## src/rtl/uart_cmd_wrapper.sv

```systemverilog
// uart_cmd_wrapper
// Serial front end of the knight controller. It receives 8N1 bytes on RX,
// pairs them into 16-bit commands (high byte first) and serialises 8-bit
// responses onto TX. The receive and transmit paths are independent, so
// the block runs full duplex.
//
// Ports:
//   clk          system clock
//   rst_n        synchronous active-low reset
//   RX           serial input; idles high; asynchronous to clk
//   TX           serial output; idles high
//   cmd[15:0]    assembled command {high_byte, low_byte}
//   cmd_rdy      a complete command is valid on cmd
//   clr_cmd_rdy  consumer pulse that clears cmd_rdy
//   trmt         pulse that starts transmission of resp
//   resp[7:0]    response byte, sampled on the trmt cycle
//   tx_done      the last transmission has completed
module uart_cmd_wrapper #(
    parameter int BAUD_DIV    = 2604,
    parameter int TIMEOUT_CYC = 131072
) (
    input  logic        clk,
    input  logic        rst_n,
    input  logic        RX,
    output logic        TX,
    output logic [15:0] cmd,
    output logic        cmd_rdy,
    input  logic        clr_cmd_rdy,
    input  logic        trmt,
    input  logic [7:0]  resp,
    output logic        tx_done
);
    localparam int BW = $clog2(BAUD_DIV);
    localparam int TW = $clog2(TIMEOUT_CYC) + 1;
    localparam logic [BW-1:0] BAUD_HALF = BW'(BAUD_DIV / 2);
    localparam logic [BW-1:0] BAUD_LAST = BW'(BAUD_DIV - 1);
    localparam logic [TW-1:0] TMO_LIMIT = TW'(TIMEOUT_CYC);

    typedef enum logic {RX_IDLE, RX_RECV}     rx_state_e;
    typedef enum logic {WAIT_HIGH, WAIT_LOW}  asm_state_e;
    typedef enum logic {TX_IDLE, TX_XMIT}     tx_state_e;

    // ---------------- RX synchroniser + edge flop ----------------
    logic rx_ff1_q, rx_ff2_q, rx_prev_q;

    always_ff @(posedge clk) begin
        if (!rst_n) begin
            rx_ff1_q  <= 1'b1;
            rx_ff2_q  <= 1'b1;
            rx_prev_q <= 1'b1;
        end else begin
            rx_ff1_q  <= RX;
            rx_ff2_q  <= rx_ff1_q;
            rx_prev_q <= rx_ff2_q;
        end
    end

    logic rx_fall, start_det;
    rx_state_e rx_state_q;
    assign rx_fall   = rx_prev_q & ~rx_ff2_q;
    // Only an edge seen while idle is a frame start; edges inside a frame are data.
    assign start_det = (rx_state_q == RX_IDLE) && rx_fall;

    // ---------------- Receiver ----------------
    logic [BW-1:0] rx_baud_q;
    logic [3:0]    rx_bcnt_q;
    logic [7:0]    rx_shift_q;
    logic          rx_rdy_q;

    always_ff @(posedge clk) begin
        if (!rst_n) begin
            rx_state_q <= RX_IDLE;
            rx_baud_q  <= '0;
            rx_bcnt_q  <= '0;
            rx_shift_q <= '0;
            rx_rdy_q   <= 1'b0;
        end else begin
            rx_rdy_q <= 1'b0;
            case (rx_state_q)
                RX_IDLE: begin
                    if (rx_fall) begin
                        rx_state_q <= RX_RECV;
                        rx_bcnt_q  <= 4'd0;
                        rx_baud_q  <= BAUD_HALF;  // first sample lands mid start bit
                    end
                end
                RX_RECV: begin
                    if (rx_baud_q == '0) begin
                        rx_baud_q <= BAUD_LAST;
                        if (rx_bcnt_q == 4'd0 && rx_ff2_q) begin
                            rx_state_q <= RX_IDLE;       // start bit was a glitch
                        end else if (rx_bcnt_q == 4'd9) begin
                            rx_state_q <= RX_IDLE;
                            rx_rdy_q   <= rx_ff2_q;      // bad stop bit drops the byte
                        end else begin
                            if (rx_bcnt_q != 4'd0)
                                rx_shift_q <= {rx_ff2_q, rx_shift_q[7:1]};
                            rx_bcnt_q <= rx_bcnt_q + 4'd1;
                        end
                    end else begin
                        rx_baud_q <= rx_baud_q - 1'b1;
                    end
                end
                default: rx_state_q <= RX_IDLE;
            endcase
        end
    end

    // ---------------- Command assembler ----------------
    asm_state_e    asm_state_q;
    logic [TW-1:0] tmo_q;
    logic [15:0]   cmd_q;
    logic          cmd_rdy_q;

    always_ff @(posedge clk) begin
        if (!rst_n) begin
            asm_state_q <= WAIT_HIGH;
            tmo_q       <= '0;
            cmd_q       <= '0;
            cmd_rdy_q   <= 1'b0;
        end else begin
            case (asm_state_q)
                WAIT_HIGH: begin
                    if (rx_rdy_q) begin
                        cmd_q[15:8] <= rx_shift_q;
                        tmo_q       <= '0;
                        asm_state_q <= WAIT_LOW;
                    end
                end
                WAIT_LOW: begin
                    if (rx_rdy_q) begin
                        cmd_q[7:0]  <= rx_shift_q;
                        asm_state_q <= WAIT_HIGH;
                    end else if (tmo_q == TMO_LIMIT) begin
                        asm_state_q <= WAIT_HIGH;  // high byte is stale
                    end else if (rx_state_q == RX_IDLE) begin
                        tmo_q <= tmo_q + 1'b1;     // time spent receiving doesn't count
                    end
                end
                default: asm_state_q <= WAIT_HIGH;
            endcase

            // Set has priority over either clear source.
            if (asm_state_q == WAIT_LOW && rx_rdy_q)
                cmd_rdy_q <= 1'b1;
            else if (clr_cmd_rdy || start_det)
                cmd_rdy_q <= 1'b0;
        end
    end

    assign cmd     = cmd_q;
    assign cmd_rdy = cmd_rdy_q;

    // ---------------- Transmitter ----------------
    tx_state_e     tx_state_q;
    logic [BW-1:0] tx_baud_q;
    logic [3:0]    tx_bcnt_q;
    logic [9:0]    tx_shift_q;
    logic          tx_done_q;

    always_ff @(posedge clk) begin
        if (!rst_n) begin
            tx_state_q <= TX_IDLE;
            tx_baud_q  <= '0;
            tx_bcnt_q  <= '0;
            tx_shift_q <= '1;  // line idles high
            tx_done_q  <= 1'b0;
        end else begin
            case (tx_state_q)
                TX_IDLE: begin
                    if (trmt) begin
                        tx_shift_q <= {1'b1, resp, 1'b0};
                        tx_baud_q  <= BAUD_LAST;
                        tx_bcnt_q  <= 4'd0;
                        tx_done_q  <= 1'b0;
                        tx_state_q <= TX_XMIT;
                    end
                end
                TX_XMIT: begin
                    if (tx_baud_q == '0) begin
                        tx_baud_q  <= BAUD_LAST;
                        tx_shift_q <= {1'b1, tx_shift_q[9:1]};
                        if (tx_bcnt_q == 4'd9) begin
                            tx_state_q <= TX_IDLE;
                            tx_done_q  <= 1'b1;
                        end else begin
                            tx_bcnt_q <= tx_bcnt_q + 4'd1;
                        end
                    end else begin
                        tx_baud_q <= tx_baud_q - 1'b1;
                    end
                end
                default: tx_state_q <= TX_IDLE;
            endcase
        end
    end

    assign TX      = tx_shift_q[0];
    assign tx_done = tx_done_q;

endmodule

```

## config.mk

```make
export PLATFORM = sky130hd
export DESIGN_NAME = uart_cmd_wrapper
export DESIGN_NICKNAME = d
export VERILOG_FILES = /design/src/rtl/uart_cmd_wrapper.sv
export SDC_FILE = /design/constraint.sdc
export NUM_CORES = 1
export LEC_CHECK = 0
export ABC_AREA = 1
export BUFFER_PORTS_ARGS = -buffer_cell sky130_fd_sc_hd__buf_2
export CAP_MARGIN = 15
export CORE_MARGIN = 3
export CORE_UTILIZATION = 51
export CTS_BUF_LIST = sky130_fd_sc_hd__clkbuf_2
export CTS_CLUSTER_SIZE = 24
export DETAILED_ROUTE_END_ITERATION = 8
export PLACE_DENSITY = 0.72
export SLEW_MARGIN = 20
export SYNTH_ARGS = -nofsm -noshare
export SYNTH_HDL_FRONTEND = slang
export SYNTH_SLANG_ARGS = --single-unit
export TNS_END_PERCENT = 1
```

## constraint.sdc

```tcl
create_clock -name clk -period 1.8 [get_ports clk]
set_clock_uncertainty 0.05 [all_clocks]
set_input_delay 0.18 -clock clk [delete_from_list [all_inputs] [get_ports clk]]
set_output_delay 0.18 -clock clk [all_outputs]
set_load 0.02 [all_outputs]
```

==> results of run 1 <==
## worst max-delay path, cell delays in order (launching register included)
cell and delay (ns):
dfxtp_2 0.41, inv_1 0.10, ha_1 0.17, nand2_1 0.05
nor3_1 0.13, nand3_1 0.13, nand2_1 0.11, nor2_2 0.05
buf_4 0.17, o21ai_0 0.15, nor2_1 0.05
## state kept, by name (all words and copies together), names as in the netlist, 4 cells and up
name,flops
cmd,16
rx_baud_q,12
rx_bcnt_q,4
rx_shift_q,8
tmo_q,18
tx_baud_q,12
tx_bcnt_q,4
tx_shift_q,9
## path summary, 6_finish.rpt
| check | from | to | slack [ns] | cells past startpoint |
|---|---|---|---|---|
| max reg2reg | tmo_q[0]$_SDFFE_PN0P_ | tmo_q[1]$_SDFFE_PN0P_ | 0.15 | 10 |
| min reg2reg | rx_ff1_q$_SDFF_PN1_ | rx_ff2_q$_SDFF_PN1_ | 0.40 | 1 |
| max | tmo_q[0]$_SDFFE_PN0P_ | tmo_q[1]$_SDFFE_PN0P_ | 0.15 | 10 |
| min | RX | rx_ff1_q$_SDFF_PN1_ | 0.26 | 3 |
## metrics by stage
stage	setup slack, ns	instance area (um^2)
4_1_cts	0.0964	5260
5_1_grt	0.00318	5260
6_report	0.154	5260
3_3_place_gp	0.195	5000
3_5_place_dp	0.136	5000
2_1_floorplan	0.314	4710
## logic make-up (layout without fill, tap and decap cells)
family,after synthesis,after routing,share of synthesized area
compound gates,115,115,0.134
flops,92,92,0.391
fa+ha+maj,11,11,0.0292
xor+xnor,19,19,0.0353
simple gates,349,349,0.335
buf+inv,85,136,0.0752
## cell usage in the layout, fill, tap and decap left out, types with 12 or more instances in the layout
cell           instances
nand2_1              140
dlygate4sd3_1         12
inv_1                 56
buf_4                 14
buf_2                 31
xor2_1                12
a21oi_1               59
nor2_1               102
nand3_1               50
dfxtp_1               89
o21ai_0               30
nand4_1               18
## routing by layer
metal,vias up,track usage,part of all wire
li1,2284,-,-
met1,1965,0.273,0.48
met2,90,0.333,0.47
met3,15,0.0457,0.038
met4,0,0.0555,0.012
met5,-,0,0
## area by class of cell
type / count / area [um^2]
clock inverter: 7 / 86.3
clock buffer: 9 / 45.0
multi-input combinational: 494 / 2520
tap: 108 / 135
timing repair buffer: 58 / 400
inverter: 62 / 235
sequential: 92 / 1850
fill: 827 / 3580
## power by group through the flow
stage	sequential [mW]	clock (mW)	combinational, mW
6_report	2.22	1.09	0.786
3_5_place_dp	2.25	0	0.758
2_1_floorplan	2.24	0	0.600
3_3_place_gp	2.25	0	0.741
4_1_cts	2.22	1.13	0.782
5_1_grt	2.24	1.20	0.897
## what timing repair did
action                                  4_1_cts  5_1_grt
endpoints found under the setup margin        0       16
gates resized for setup                       0        5
endpoints found under the hold margin        24        0
hold buffers                                 12        0
==> flow_metrics.env, run 1 <==
export IMPL_clock_latency_ns=0.58
export IMPL_antenna_cells=0
export IMPL_vias=4354
export IMPL_io_buffers=31
export IMPL_syn_inst=671
export IMPL_final_util=0.595
export IMPL_die_y_um=102
export IMPL_firstDrtPassIters=4
export IMPL_yosysMostFrequentCell="nand2_1"
export IMPL_viasPerCell=5.25
export IMPL_post_cts_buffers=0
export IMPL_instances_no_fill=830
export IMPL_p_comb_frac=0.192
export IMPL_coreArea_mm2=0.00885
export IMPL_fin_crit_ns=1.65
export IMPL_drv_cap=0
export IMPL_drtIter0Drc=150
export IMPL_drv_slew=0
export IMPL_wirelength_mm=10.1
export IMPL_seq_area_frac_synth=0.391
export IMPL_dp_hpwl_mm=7.00
export IMPL_max_freq_mhz=608
export IMPL_clockBufferDepth=2
export IMPL_grt_total_usage=0.204
export IMPL_clock_power_share=0.266
export IMPL_power_leakage_nw=2.13
export IMPL_rsz0062_at_grt="no"
export IMPL_cp_start_kind="register"
export IMPL_grt_overflow=0
export IMPL_fp_dieW_um=102
export IMPL_cp_max_fo=13
export IMPL_crit_type="reg2reg"
export IMPL_intPower_mw=2.70
export IMPL_cts_root_buf="clkbuf_2"
export IMPL_dp_cells=802
export IMPL_async_flop_share=0
export IMPL_tns_ns=0
export IMPL_fin_crit_sh=0.914
export IMPL_syn_mean_instance_area_um2=7.02
export IMPL_pwr_share_seq=0.542
export IMPL_nNetsFinal=741
export IMPL_syn_area_mm2=0.00471
export IMPL_grt_max_degree=41
export IMPL_cts_sinks=92
export IMPL_synth_top_area_share=0.391
export IMPL_p_sw_mw=1.40
export IMPL_cts_made_buffers=9
export IMPL_hold_path_class="in2reg"
export IMPL_placementRows=34
export IMPL_synth_edf_count=0
export IMPL_yosys_cell_types_count=37
export IMPL_synth_top_area_cell="dfxtp_1"
export IMPL_required_ns=2.25
export IMPL_cellPowerDensity_mw_per_mm2=778
export IMPL_synthesis_nets=695
export IMPL_gp_congestion=0.881
export IMPL_drc_errors=0
export IMPL_die_area_mm2=0.0104
export IMPL_ir_drop_mv=0.464
export IMPL_swShare=0.342
export IMPL_ys_flop_type="dfxtp_1"
export IMPL_finalPower_mw=4.10
export IMPL_grt_pass1_vias=4023
export IMPL_ys_warn_count=0
export IMPL_tritoncts="yes"
export IMPL_worst_slew_pin_slew_ns=0.499
export IMPL_ant_nets=0
export IMPL_grt_antenna_before_repair=0
export IMPL_timing_hold_ws_ns=0.259
export IMPL_setup_violations=0
export IMPL_wl_per_cell_um=12.1
export IMPL_floorplan_initialDensity=0.532
export IMPL_cts_htree_levels=3
export IMPL_timing_slew_headroom=0.667
export IMPL_run_status="completed"
export IMPL_worstPathArrival_ns=2.09
export IMPL_drive_above_1_share=0.137
export IMPL_grt_pass1_wl_mm=17.6
export IMPL_synthTopCellsByArea="dfxtp_1, nand2_1, nor2_1, a21oi_1, nand3_1"
export IMPL_path_clk_slew_ns=0.30
export IMPL_finalHoldViolations=0
export IMPL_endpoint_kind="register"
export IMPL_area_delta_synth_final_pct=11.8
export IMPL_ys_seq_elements=92
export IMPL_ys_top_cells_by_count="nand2_1, nor2_1, dfxtp_1"
export IMPL_pin_count=32
(Power assumes the default switching activity.)
==> run 2, diff against run 1 <==
PLACE_DENSITY = default   (was 0.72)
PLACE_DENSITY_LB_ADDON = 0.1   (was default)
==> run 2 against run 1 <==
Compared with the run above:
- critical path depth down 4
- flip-flop and latch count unchanged
- combinational power increased by 0.9%
- sequential share of layout area is 0.11 points higher
- worst hold slack lost 0.21 ns
- register-to-register slack is essentially flat
- via count rose by 1.0%
- design area fell by 0.24%
- sequential power about the same
- global-route usage grew 0.70 points
- utilization down 0.14 points
- largest cell class unchanged
- highest routed layer unchanged
==> flow_metrics.env, run 2 (synthesis results as in run 1) <==
export IMPL_run_status="completed"
export IMPL_cts_sinks=92
export IMPL_die_area_mm2=0.0104
export IMPL_endpoint_kind="register"
export IMPL_clockBufferDepth=2
export IMPL_cp_start_kind="register"
export IMPL_worstReg2RegEnd="rx_bcnt_q[2]$_SDFFE_PN0P_"
export IMPL_drv_slew=0
export IMPL_intPower_mw=2.77
export IMPL_clock_latency_ns=0.55
export IMPL_io_buffers=31
export IMPL_worst_slack_ns=0.160
export IMPL_tns_ns=0
export IMPL_fp_dieW_um=102
export IMPL_top_register="tmo_q"
export IMPL_min_from="rst_n"
export IMPL_pre_cts_ws_ns=0.139
export IMPL_final_util=0.593
export IMPL_ff2ff_setup_slack_ns=0.16
export IMPL_clock_power_share=0.263
export IMPL_fin_crit_sh=0.911
export IMPL_whs_path_depth=3
export IMPL_largest_register_ffs=18
export IMPL_gp_congestion=0.856
export IMPL_dp_hpwl_mm=7.37
export IMPL_power_leakage_nw=2.12
export IMPL_path_clk_slew_ns=0.25
export IMPL_die_y_um=102
export IMPL_tritoncts="yes"
export IMPL_reg2reg_from="rx_state_q$_SDFF_PN0_"
export IMPL_max_freq_mhz=610
export IMPL_stdcell_area_mm2=0.00525
export IMPL_cts_made_buffers=9
export IMPL_timing_slew_headroom=0.668
export IMPL_hold_path_class="in2reg"
export IMPL_rr_worst_depth=6
export IMPL_ant_nets=0
export IMPL_setup_violations=0
export IMPL_final_common_cell="nand2_1"
export IMPL_cp_max_fo=9
export IMPL_grt_max_degree=41
export IMPL_floorplan_initialDensity=0.532
export IMPL_drtIter0Drc=180
export IMPL_finalPower_mw=4.09
export IMPL_area_delta_synth_final_pct=11.5
export IMPL_p_comb_frac=0.194
export IMPL_drv_cap=0
export IMPL_cts_htree_levels=3
export IMPL_grt_overflow=0
export IMPL_placementRows=34
export IMPL_finalHoldViolations=0
export IMPL_grt_total_usage=0.211
export IMPL_firstDrtPassIters=4
export IMPL_worstPathArrival_ns=2.08
export IMPL_viasPerCell=5.31
export IMPL_fin_crit_ns=1.64
export IMPL_wirelength_mm=10.5
export IMPL_cts_root_buf="clkbuf_2"
export IMPL_wl_per_cell_um=12.7
export IMPL_required_ns=2.24
export IMPL_crit_type="reg2reg"
export IMPL_cellPowerDensity_mw_per_mm2=778
export IMPL_swShare=0.322
export IMPL_layout_common_cells="nand2_1, nor2_1, dfxtp_1"
export IMPL_grt_pass1_wl_mm=18.0
export IMPL_pin_count=32
export IMPL_antenna_cells=0
export IMPL_p_sw_mw=1.31
export IMPL_grt_antenna_before_repair=0
export IMPL_post_cts_buffers=0
export IMPL_coreArea_mm2=0.00885
export IMPL_drc_errors=0
export IMPL_placed_area_mm2=0.00500
export IMPL_vias=4398
export IMPL_nNetsFinal=740
export IMPL_min_to="rx_bcnt_q[1]$_SDFFE_PN0P_"
export IMPL_worst_slew_pin_slew_ns=0.497
export IMPL_grt_pass1_vias=4059
export IMPL_pwr_share_seq=0.543
export IMPL_ir_drop_mv=0.529
export IMPL_drive_above_1_share=0.133
==> run 2: cell types whose count changed in the layout (fill, tap and decap cells not counted), moves of 2 or more <==
cell | previous run | this run
clkinv_8 | 3 | 0
clkinvlp_4 | 0 | 3
inv_6 | 3 | 0
dfxtp_2 | 3 | 1
==> run 2: worst max-delay path by stage <==
stage | start | end | slack, ns | depth (start not counted)
floorplan | rx_baud_q[0]$_SDFFE_PN0P_ | rx_shift_q[0]$_SDFFE_PN0P_ | 0.31 | 8
global placement | tmo_q[1]$_SDFFE_PN0P_ | tmo_q[10]$_SDFFE_PN0P_ | 0.19 | 9
detailed placement | tmo_q[1]$_SDFFE_PN0P_ | tmo_q[10]$_SDFFE_PN0P_ | 0.14 | 9
CTS | tmo_q[1]$_SDFFE_PN0P_ | tmo_q[10]$_SDFFE_PN0P_ | 0.09 | 9
global route | tmo_q[0]$_SDFFE_PN0P_ | tmo_q[1]$_SDFFE_PN0P_ | -0.006 | 10
finish | rx_state_q$_SDFF_PN0_ | rx_bcnt_q[2]$_SDFFE_PN0P_ | 0.16 | 6
==> run 2: final cells by class <==
type                    count  area (um^2)
clock buffers               9         45.0
inverters                  62          235
clock inverters             7         76.3
multi-input cells         494         2520
fillers                   851         3600
well taps                 108          135
flip-flops and latches     92         1850
repair buffers             57          390
==> run 2: timing repair <==
item,in CTS,in global routing
hold buffers,11,0
setup endpoints to repair,0,16
hold endpoints to repair,17,0
gates resized for setup,0,5
==> run 2: metal layers <==
| metal | track usage | routed length [um] | up-vias |
|---|---|---|---|
| met5 | 0 | 0 | - |
| met4 | 0.0757 | 153 | 0 |
| met3 | 0.0369 | 312 | 15 |
| met2 | 0.340 | 4860 | 74 |
| met1 | 0.285 | 5170 | 2028 |
| li1 | - | - | 2281 |
==> run 2: worst max-delay path, stage by stage, from the launching register on <==
cell     delay (ns)
dfxtp_1        0.61
inv_2          0.19
nand3_1        0.26
nand2_1        0.14
nand2_1        0.15
nand2_1        0.06
a21oi_1        0.11
==> run 2: power groups by stage <==
stage	logic, mW	registers (mW)	clock network (mW)
6_report	0.793	2.22	1.07
5_1_grt	0.903	2.23	1.19
4_1_cts	0.783	2.22	1.11
3_5_place_dp	0.762	2.26	0
3_3_place_gp	0.744	2.25	0
2_1_floorplan	0.600	2.24	0
==> run 2: per-stage QoR <==
step                      instances  hold WS, ns
after floorplan                 671        0.237
after global placement          802        0.317
after detailed placement        802        0.328
after CTS                       829       0.0130
after global routing            829       0.0279
final                           829       0.0528
